File: src/rtl/hazard_unit.sv
// hazard_unit
// Pipeline hazard resolver for the 5-stage MIPS core. It keeps a shadow copy
// of the destination-register and hazard information for the EX, MEM and WB
// stages. From that copy it produces the ID/IF stall and the forwarding
// selects for the ID-stage comparator and the EX-stage ALU operands. It also
// keeps a saturating count of hazard stall cycles.
//
// Ports:
//   clock        in   1   system clock, rising edge
//   reset        in   1   synchronous, active-high
//   DP_Hazards   in   8   {WantRsID, NeedRsID, WantRtID, NeedRtID,
//                          WantRsEX, NeedRsEX, WantRtEX, NeedRtEX}
//   ID_Rs/ID_Rt  in   5   source registers of the instruction in ID
//   ID_WriteReg  in   5   destination register of the instruction in ID
//   ID_RegWrite  in   1   instruction in ID writes the register file
//   ID_MemRead   in   1   instruction in ID is a load
//   Mem_Stall    in   1   external memory stall, freezes the pipeline
//   ID_Stall     out  1   hazard stall to the decoder and IF/ID latch
//   ID_RsFwdSel  out  2   comparator Rs select (00 RF, 01 MEM, 10 WB)
//   ID_RtFwdSel  out  2   comparator Rt select
//   EX_RsFwdSel  out  2   ALU Rs select
//   EX_RtFwdSel  out  2   ALU Rt select
//   Stall_Count  out  16  saturating hazard stall cycle count
module hazard_unit (
    input  logic        clock,
    input  logic        reset,
    input  logic [7:0]  DP_Hazards,
    input  logic [4:0]  ID_Rs,
    input  logic [4:0]  ID_Rt,
    input  logic [4:0]  ID_WriteReg,
    input  logic        ID_RegWrite,
    input  logic        ID_MemRead,
    input  logic        Mem_Stall,
    output logic        ID_Stall,
    output logic [1:0]  ID_RsFwdSel,
    output logic [1:0]  ID_RtFwdSel,
    output logic [1:0]  EX_RsFwdSel,
    output logic [1:0]  EX_RtFwdSel,
    output logic [15:0] Stall_Count
);

    // Register 0 is hardwired to zero, so it never produces a hazard.
    function automatic logic reg_match(input logic       reg_write,
                                       input logic [4:0] write_reg,
                                       input logic [4:0] src);
        return reg_write && (write_reg == src) && (src != 5'd0);
    endfunction

    // Forwarding priority: MEM (younger, non-load) over WB over register file.
    function automatic logic [1:0] fwd_select(input logic want,
                                              input logic mem_hit,
                                              input logic mem_load,
                                              input logic wb_hit);
        if (!want)                   return 2'b00;
        else if (mem_hit && !mem_load) return 2'b01;
        else if (wb_hit)             return 2'b10;
        else                         return 2'b00;
    endfunction

    function automatic logic [15:0] sat_inc(input logic [15:0] value);
        return (value == 16'hFFFF) ? value : value + 16'd1;
    endfunction

    logic want_rs_id, need_rs_id, want_rt_id, need_rt_id;
    logic want_rs_ex, need_rs_ex, want_rt_ex, need_rt_ex;

    assign {want_rs_id, need_rs_id, want_rt_id, need_rt_id,
            want_rs_ex, need_rs_ex, want_rt_ex, need_rt_ex} = DP_Hazards;

    // EX shadow stage
    logic [4:0] ex_write_reg;
    logic       ex_reg_write;
    logic       ex_mem_read;
    logic [4:0] ex_rs;
    logic [4:0] ex_rt;
    logic       ex_want_rs;
    logic       ex_want_rt;

    // MEM shadow stage
    logic [4:0] mem_write_reg;
    logic       mem_reg_write;
    logic       mem_mem_read;

    // WB shadow stage
    logic [4:0] wb_write_reg;
    logic       wb_reg_write;

    logic [15:0] stall_count;

    logic ex_hit_rs, ex_hit_rt, mem_hit_rs, mem_hit_rt, wb_hit_rs, wb_hit_rt;
    logic mem_hit_ex_rs, mem_hit_ex_rt, wb_hit_ex_rs, wb_hit_ex_rt;
    logic stall_rs, stall_rt, hazard_stall;

    // ---- Hazard detection against the instruction in ID ----
    always_comb begin
        ex_hit_rs  = reg_match(ex_reg_write,  ex_write_reg,  ID_Rs);
        ex_hit_rt  = reg_match(ex_reg_write,  ex_write_reg,  ID_Rt);
        mem_hit_rs = reg_match(mem_reg_write, mem_write_reg, ID_Rs);
        mem_hit_rt = reg_match(mem_reg_write, mem_write_reg, ID_Rt);
        wb_hit_rs  = reg_match(wb_reg_write,  wb_write_reg,  ID_Rs);
        wb_hit_rt  = reg_match(wb_reg_write,  wb_write_reg,  ID_Rt);

        stall_rs = (need_rs_id && ex_hit_rs)
                 || (need_rs_id && mem_hit_rs && mem_mem_read)
                 || (need_rs_ex && ex_hit_rs && ex_mem_read);
        stall_rt = (need_rt_id && ex_hit_rt)
                 || (need_rt_id && mem_hit_rt && mem_mem_read)
                 || (need_rt_ex && ex_hit_rt && ex_mem_read);

        // A memory stall already freezes everything; a hazard stall on top
        // of it would only double-count.
        hazard_stall = (stall_rs || stall_rt) && !Mem_Stall;
    end

    // ---- Forwarding for the registered EX operands ----
    always_comb begin
        mem_hit_ex_rs = reg_match(mem_reg_write, mem_write_reg, ex_rs);
        mem_hit_ex_rt = reg_match(mem_reg_write, mem_write_reg, ex_rt);
        wb_hit_ex_rs  = reg_match(wb_reg_write,  wb_write_reg,  ex_rs);
        wb_hit_ex_rt  = reg_match(wb_reg_write,  wb_write_reg,  ex_rt);
    end

    assign ID_Stall    = hazard_stall;
    assign ID_RsFwdSel = fwd_select(want_rs_id, mem_hit_rs, mem_mem_read, wb_hit_rs);
    assign ID_RtFwdSel = fwd_select(want_rt_id, mem_hit_rt, mem_mem_read, wb_hit_rt);
    assign EX_RsFwdSel = fwd_select(ex_want_rs, mem_hit_ex_rs, mem_mem_read, wb_hit_ex_rs);
    assign EX_RtFwdSel = fwd_select(ex_want_rt, mem_hit_ex_rt, mem_mem_read, wb_hit_ex_rt);
    assign Stall_Count = stall_count;

    // ---- Shadow pipeline advance ----
    always_ff @(posedge clock) begin
        if (reset) begin
            ex_write_reg  <= 5'd0;
            ex_reg_write  <= 1'b0;
            ex_mem_read   <= 1'b0;
            ex_rs         <= 5'd0;
            ex_rt         <= 5'd0;
            ex_want_rs    <= 1'b0;
            ex_want_rt    <= 1'b0;
            mem_write_reg <= 5'd0;
            mem_reg_write <= 1'b0;
            mem_mem_read  <= 1'b0;
            wb_write_reg  <= 5'd0;
            wb_reg_write  <= 1'b0;
        end else if (!Mem_Stall) begin
            if (hazard_stall) begin
                // Bubble into EX while the stalled instruction waits in ID.
                ex_write_reg <= 5'd0;
                ex_reg_write <= 1'b0;
                ex_mem_read  <= 1'b0;
                ex_rs        <= 5'd0;
                ex_rt        <= 5'd0;
                ex_want_rs   <= 1'b0;
                ex_want_rt   <= 1'b0;
            end else begin
                ex_write_reg <= ID_WriteReg;
                ex_reg_write <= ID_RegWrite;
                ex_mem_read  <= ID_MemRead;
                ex_rs        <= ID_Rs;
                ex_rt        <= ID_Rt;
                ex_want_rs   <= want_rs_ex;
                ex_want_rt   <= want_rt_ex;
            end
            mem_write_reg <= ex_write_reg;
            mem_reg_write <= ex_reg_write;
            mem_mem_read  <= ex_mem_read;
            wb_write_reg  <= mem_write_reg;
            wb_reg_write  <= mem_reg_write;
        end
    end

    // ---- Stall cycle counter ----
    always_ff @(posedge clock) begin
        if (reset) begin
            stall_count <= 16'd0;
        end else if (hazard_stall) begin
            stall_count <= sat_inc(stall_count);
        end
    end

endmodule
File: config.mk
export PLATFORM = sky130hd
export DESIGN_NAME = hazard_unit
export DESIGN_NICKNAME = d
export VERILOG_FILES = /design/src/rtl/hazard_unit.sv
export SDC_FILE = /design/constraint.sdc
export NUM_CORES = 1
export LEC_CHECK = 0
export ABC_CLOCK_PERIOD_IN_PS = 2700
export CAP_MARGIN = 15
export CORE_ASPECT_RATIO = 1.2
export CORE_MARGIN = 8
export CORE_UTILIZATION = 30
export CTS_CLUSTER_DIAMETER = 40
export DETAILED_ROUTE_END_ITERATION = 8
export PLACE_DENSITY = 0.62
export SYNTH_ARGS = -nofsm -noshare
export SYNTH_HDL_FRONTEND = slang
export SYNTH_SLANG_ARGS = --single-unit
File: constraint.sdc
create_clock -name clock -period 2.7 [get_ports clock]
set_clock_uncertainty 0.2 [all_clocks]
set_input_delay 0.405 -clock clock [delete_from_list [all_inputs] [get_ports clock]]
set_output_delay 0.405 -clock clock [all_outputs]
set_load 0.03 [all_outputs]
==> results of run 1 <==
## logic make-up after synthesis
group                      after synthesis  synth area share, %
and+or+nand+nor                        154                29.48
muxes                                   19                6.956
buffers and inverters                   30                4.869
DFF                                     48                33.39
adders and majority gates                1               0.4347
xor gates and xnor gates                51                15.52
AOI/OAI and AO/OA                       41                9.348
## final cells by class
cell class	count	area [sq um]	area share [%]
Sequential cell	48	967.2	24.53
Multi-Input combinational cell	266	1822	46.21
Clock buffer	7	152.6	3.872
Clock inverter	1	30.03	0.7617
Timing Repair Buffer	95	813.3	20.63
Tap cell	123	153.9	3.904
Inverter	1	3.754	0.09521
## synth_stat cells (all sizes together) (2+ instances only)
library cell,number
nand4,12
and2,6
mux2,5
and3,2
clkbuf,19
or3,2
nor2b,5
or4,10
nor4,12
buf,10
o31ai,6
xor2,7
a21oi,18
nand2,29
nor2,29
dfxtp,48
nand2b,14
nand3,13
and4,2
o22ai,11
xnor2,44
mux2i,14
nand3b,10
nor3,7
## metrics by stage
step | TNS (ns) | instance area, sq um
floorplan | 0 | 2884
global placement | -5.661 | 3695
detailed placement | -6.447 | 3695
CTS | 0 | 3904
global route | -0.02114 | 3943
finish | 0 | 3943
## final timing paths
check             slack, ns  cells after the start        startpoint              to
hold / removal         0.29                      2        ex_want_rt      ex_want_rt
setup / recovery       0.04                      9          ID_Rt[3]        ID_Stall
hold reg to reg        0.29                      2        ex_want_rt      ex_want_rt
setup reg to reg       0.17                      9  mem_write_reg[2]  Stall_Count[5]
## power breakdown
part	switching, mW	total (mW)	internal (mW)
clock network	0.264	0.751	0.488
registers	0.0340	0.764	0.730
logic	0.105	0.231	0.126
## metal layers
layer  wire length (microns)  vias to the layer above
li1                        -                     1357
met1                    3852                     1257
met5                      18                        -
met2                    3750                       68
met3                     651                       12
met4                     108                        4
## layout by cell type (no fill, tap or decap), types with 2 or more instances in the layout
cell | Yosys | layout
a21oi_1 | 18 | 17
and2_1 | 5 | 5
and3_1 | 2 | 2
and4_1 | 2 | 2
buf_2 | 4 | 2
buf_4 | 0 | 48
buf_6 | 3 | 2
clkbuf_16 | 0 | 5
clkbuf_8 | 0 | 2
clkdlybuf4s50_1 | 0 | 31
dfxtp_1 | 48 | 43
dfxtp_2 | 0 | 5
dlygate4sd2_1 | 0 | 8
dlymetal6s2s_1 | 0 | 2
mux2_1 | 4 | 4
mux2i_1 | 14 | 14
nand2_1 | 29 | 29
nand2b_1 | 14 | 14
nand3_1 | 13 | 13
nand3b_1 | 10 | 10
nand4_1 | 12 | 12
nor2_1 | 29 | 27
nor2b_1 | 5 | 5
nor3_1 | 5 | 5
nor3_2 | 2 | 2
nor4_1 | 11 | 6
nor4_2 | 1 | 6
o22ai_1 | 10 | 10
o31ai_1 | 6 | 6
or3_1 | 2 | 2
or4_1 | 9 | 9
xnor2_1 | 44 | 44
xor2_1 | 7 | 7
## worst register-to-register path, stage by stage, from the launching register on
cell and delay, ns:
dfxtp_2 0.37, xor2_1 0.18, nor3_1 0.20, nand4_1 0.15, o22a_1 0.24, and2_4 0.19, buf_6 0.15, buf_4 0.14
or4_1 0.50, a21oi_2 0.14
## what timing repair did
item	4_1_cts	5_1_grt
hold endpoints to repair	0	0
gates cloned	0	0
pin swaps	4	8
setup endpoints to repair	7	15
setup buffers	2	1
gates resized for setup	19	11
hold buffers	0	0
==> summary.txt, run 1 <==
Global route
  • Routing usage on met3: just under 5%
  • Vias in the first global route: 2717
  • Total gr overflow: 0
  • Initial antenna violation count: 2
  • GRT met1 Usage: 15.69%
  • Pin count of the biggest net entering global routing: 34
  • Gr usage total: 13.10%
  • First-pass GRT wire length: 13790 microns
  • Most used routing layer: met2
  • Met2 global-route usage: 21.55%

Critical path
  • Setup Crit Path Kind: in2out
  • Largest delay share family, worst path: simple AND/OR/NAND/NOR gates
  • Crit path buffers/inverters: 3
  • Worst setup EP type: output pin
  • Critical Path Start Type: input pin
  • Crit-path cells: dlygate4sd2_1 -> or4_4 -> nor2_4 -> buf_4 -> nor4_2 -> o22ai_2 -> and2_4 -> nor2_2 -> buf_4
  • Slowest CP cell: or4_4
  • CP peak stage delay: 0.52 ns
  • Crit path DAT: 2.06 ns
  • Cell repeated most along the worst path: buf_4
  • CP required: 2.10 ns
  • CP Max Fanout: 2

Detailed routing
  • Drt pass-1 iters: 4
  • WL per Instance: 15.49 microns
  • Via-to-Cell Ratio: 4.987
  • Post-route DRC: 0
  • Initial DRC Count: 94
  • Vias: 2698
  • Final WL: between 8000 and 9000 microns
  • Final antenna-violating net count: 0

Clock network
  • Clk_lat worst skew: 0.29 ns
  • CTS HTree Levels: 2
  • CTS Buffer Depth: 2
  • Number of clock sinks: 48
  • Clock-pin slew on the worst setup and hold paths: 0.07 ns
  • CTS tree: done
  • Num CTS Buffers: 5
  • Root Buffer Master: clkbuf_16

Yosys
  • #FFs+latches synth: 48
  • Synth Area per Inst: ~8.4 sq um
  • Syn_nets: 373
  • Post-synthesis cell type count: between 40 and 50
  • Main synth FF type: dfxtp_1
  • Synth async-reset ratio: 0%
  • Synth top area cells: dfxtp_1 33%, xnor2_1 13%, mux2i_1 4.9%
  • Gate Count Post-Synth: roughly 340
  • Seq/Total Area, Yosys: 33.39%
  • Cell accounting for the most synthesized area: dfxtp_1
  • Synth Cell Area: between 2000 and 3000 sq um
  • EDFF count, synth: 0
  • Post-synth top area share: 33.39%
  • Synth warn: 0

STA
  • FMAX: roughly 380 MHz
  • Worst Tran Pin Value: between 0.5 and 0.6 ns
  • Final Setup Violations: 0
  • Fin crit share: 98.61%
  • PnR worst setup slack: 0.03742 ns
  • Relative slew slack: 61.73%
  • Tmin final: around 2.7 ns
  • Hold Fails Final Rpt: 0
  • Max-slew violation count: 0
  • WHS: 0.2893 ns

Hold path
  • Hold Crit Class: reg2reg

Die
  • Cell Rows: 39
  • CORE AREA: 9418 sq um
  • Die ar.: between 10000 and 15000 sq um
  • Starting Density: 30.56%
  • DIE HEIGHT: 123.3 microns
  • Top Ports: 53
  • DIE WIDTH: approximately 110 microns

Cells and area
  • Flip-flop count of the largest register after layout: 16
  • Final nets: 446
  • N_diodes: 0
  • Final core occ: 41.86%
  • Post-route insts no fill: approximately 540
  • Layout cells sized above 1: 20.10%
  • Syn-to-layout area delta: 37.00%
  • Fillers: ~950

Power and ir drop
  • Max rail drop VDD: 0.0002389 V
  • Final Power: about 1.7 mW
  • Power per Cell Area: approximately 440 nW/um^2
  • Pleak: ~1.4 nW

Run
  • Number of max-cap violations: 0

Placed design
  • HPWL after detailed placement: 6193 microns
  • Placed cell count: 530
  • IO Port Bufs: 52
  • RD Place Congestion: 0.8190
  • Place WS: -0.2974 ns

Outcome
  • Run status: finished clean
(Power assumes the default switching activity.)
==> run 2: changes to the inputs <==
--- a/config.mk
+++ b/config.mk
@@ -12,7 +12,7 @@
 export CORE_UTILIZATION = 30
 export CTS_CLUSTER_DIAMETER = 40
 export DETAILED_ROUTE_END_ITERATION = 8
-export PLACE_DENSITY = 0.62
+export PLACE_DENSITY_LB_ADDON = 0.15
 export SYNTH_ARGS = -nofsm -noshare
 export SYNTH_HDL_FRONTEND = slang
 export SYNTH_SLANG_ARGS = --single-unit
==> summary.txt, run 2 (synthesis results as in run 1) <==
Detailed routing
  • Post-route DRC: 0 (unchanged)
  • Final WL: 8597 microns (+2.6%)
  • Vias: 2626 (-2.7%)
  • Drt pass-1 iters: 4 (unchanged)
  • WL per Instance: 15.98 microns (+3.2%)
  • Initial DRC Count: 98 (+4.3%)
  • Final antenna-violating net count: 0 (unchanged)
  • Via-to-Cell Ratio: 4.881 (-2.1%)

Cells and area
  • Syn-to-layout area delta: 35.83%
  • Layout cells sized above 1: 20.24% (+0.15 points)
  • Final nets: 443 (-0.67%)
  • Most common cell after layout, fill and taps aside: buf_4
  • Flip-flop count of the largest register after layout: 16 (unchanged)
  • Final core occ: 41.50% (-0.36 points)
  • Post-route insts no fill: 538 (-0.55%)
  • Fillers: 985 (+3.6%)
  • Finished Cell Area: 3909 sq um (-0.86%)
  • Commonest non-fill, non-tap cells in the layout: 45 x buf_4, 43 x dfxtp_1, 43 x xnor2_1, 31 x clkdlybuf4s50_1, 29 x nand2_1
  • N_diodes: 0 (unchanged)

Clock network
  • CTS HTree Levels: 2 (unchanged)
  • Number of clock sinks: 48 (unchanged)
  • CTS Buffer Depth: 2 (unchanged)
  • Num CTS Buffers: 5 (unchanged)
  • CTS tree: done
  • Root Buffer Master: clkbuf_16
  • Clk_lat worst skew: 0.29 ns (about the same)
  • Hold-fix buffers, CTS: 0 (unchanged)
  • Clock-pin slew on the worst setup and hold paths: 0.07 ns (about the same)

Placed design
  • RD Place Congestion: 0.8079 (-1.4%)
  • Place WS: -0.4246 ns (-0.1272 ns)
  • Placed cell count: 526 (-0.75%)
  • Placement-stage cell area: 3690 sq um (-0.14%)
  • HPWL after detailed placement: 6392 microns (+3.2%)
  • IO Port Bufs: 52 (unchanged)

STA
  • Fin crit share: 96.22% (-2.4 points)
  • Hold Fails Final Rpt: 0 (unchanged)
  • Final Setup Violations: 0 (unchanged)
  • PnR worst setup slack: 0.1020 ns (+0.06458 ns)
  • WHS: 0.2928 ns (+0.003494 ns)
  • Worst Tran Pin Value: 0.7353 ns (+0.1613 ns)
  • Tmin final: 2.598 ns (-0.06458 ns)
  • Max-slew violation count: 0 (unchanged)
  • TNS Setup: 0 ns (unchanged)
  • FMAX: 384.9 MHz (+2.5%)
  • Relative slew slack: 50.98% (-11 points)
  • RSZ-0062 raised after global routing: no

Run
  • Number of max-cap violations: 0 (unchanged)

Die
  • DIE HEIGHT: 123.3 microns (unchanged)
  • Die ar.: 13000 sq um (unchanged)
  • Top Ports: 53 (unchanged)
  • DIE WIDTH: 105.4 microns (unchanged)
  • Cell Rows: 39 (unchanged)
  • Starting Density: 30.56% (unchanged)
  • CORE AREA: 9418 sq um (unchanged)

Power and ir drop
  • Power per Cell Area: 419.7 nW/um^2 (-5.3%)
  • Max rail drop VDD: 0.0002083 V (-13%)
  • Pleak: 1.388 nW (-2.1%)
  • Final Power: 1.641 mW (-6.1%)

Global route
  • Total gr overflow: 0 (unchanged)
  • Initial antenna violation count: 0 (-2)
  • First-pass GRT wire length: 13990 microns (+1.4%)
  • Gr usage total: 13.39% (+0.29 points)
  • Pin count of the biggest net entering global routing: 45 (+32%)
  • Vias in the first global route: 2670 (-1.7%)

Critical path
  • Critical Path Start Type: register
  • Crit path DAT: 1.99 ns (-0.07 ns)
  • CP required: 2.10 ns (about the same)
  • CP Max Fanout: 4 (+2)
  • Worst-case reg-to-reg path depth: 9 (unchanged)
  • Worst setup EP type: output pin
  • Setup Crit Path Kind: reg2out

Outcome
  • Run status: finished clean

Hold path
  • Worst Hold Path Cells: 2 (unchanged)
  • Hold Crit Class: reg2reg
-- run 2: cell type report --
type | instances | area [sq um] | share of cell area, %
clock inverter | 2 | 15.01 | 0.3841
timing repair buffer | 92 | 795.8 | 20.36
multi-input combinational | 266 | 1832 | 46.86
sequential | 48 | 969.7 | 24.81
clock buffer | 6 | 138.9 | 3.553
inverter | 1 | 3.754 | 0.09603
tap | 123 | 153.9 | 3.937
-- run 2: routing by layer --
layer | part of all wire [%] | GRT usage [%]
met1 | 45 | 15.74
met2 | 51 | 24.11
met3 | 3.2 | 2.815
met4 | 1.2 | 3.575
met5 | 0 | 0
-- run 2: final timing paths --
kind / startpoint / slack [ns] / to
max: ex_rt[2] / 0.10 / EX_RtFwdSel[1]
min: ex_want_rt / 0.29 / ex_want_rt
max reg2reg: mem_write_reg[2] / 0.17 / Stall_Count[7]
min reg2reg: ex_want_rt / 0.29 / ex_want_rt
-- run 2: worst max-delay path, cell delays in order, from the launching register on --
cell	delay [ns]
dfxtp_1	0.35
or4_1	0.52
nor2_1	0.17
nor4_1	0.10
nor4_2	0.40
buf_12	0.17
-- run 2: power breakdown --
part,switching [mW],total (mW),internal [mW]
registers,0.0343,0.763,0.729
logic,0.109,0.232,0.123
clock network,0.277,0.646,0.369
total,0.420,1.64,1.22
-- run 2: timing repair --
action	in CTS	in global routing
setup buffers	3	1
pin swaps	3	5
resized for setup	21	15
endpoints found under the setup margin	16	15
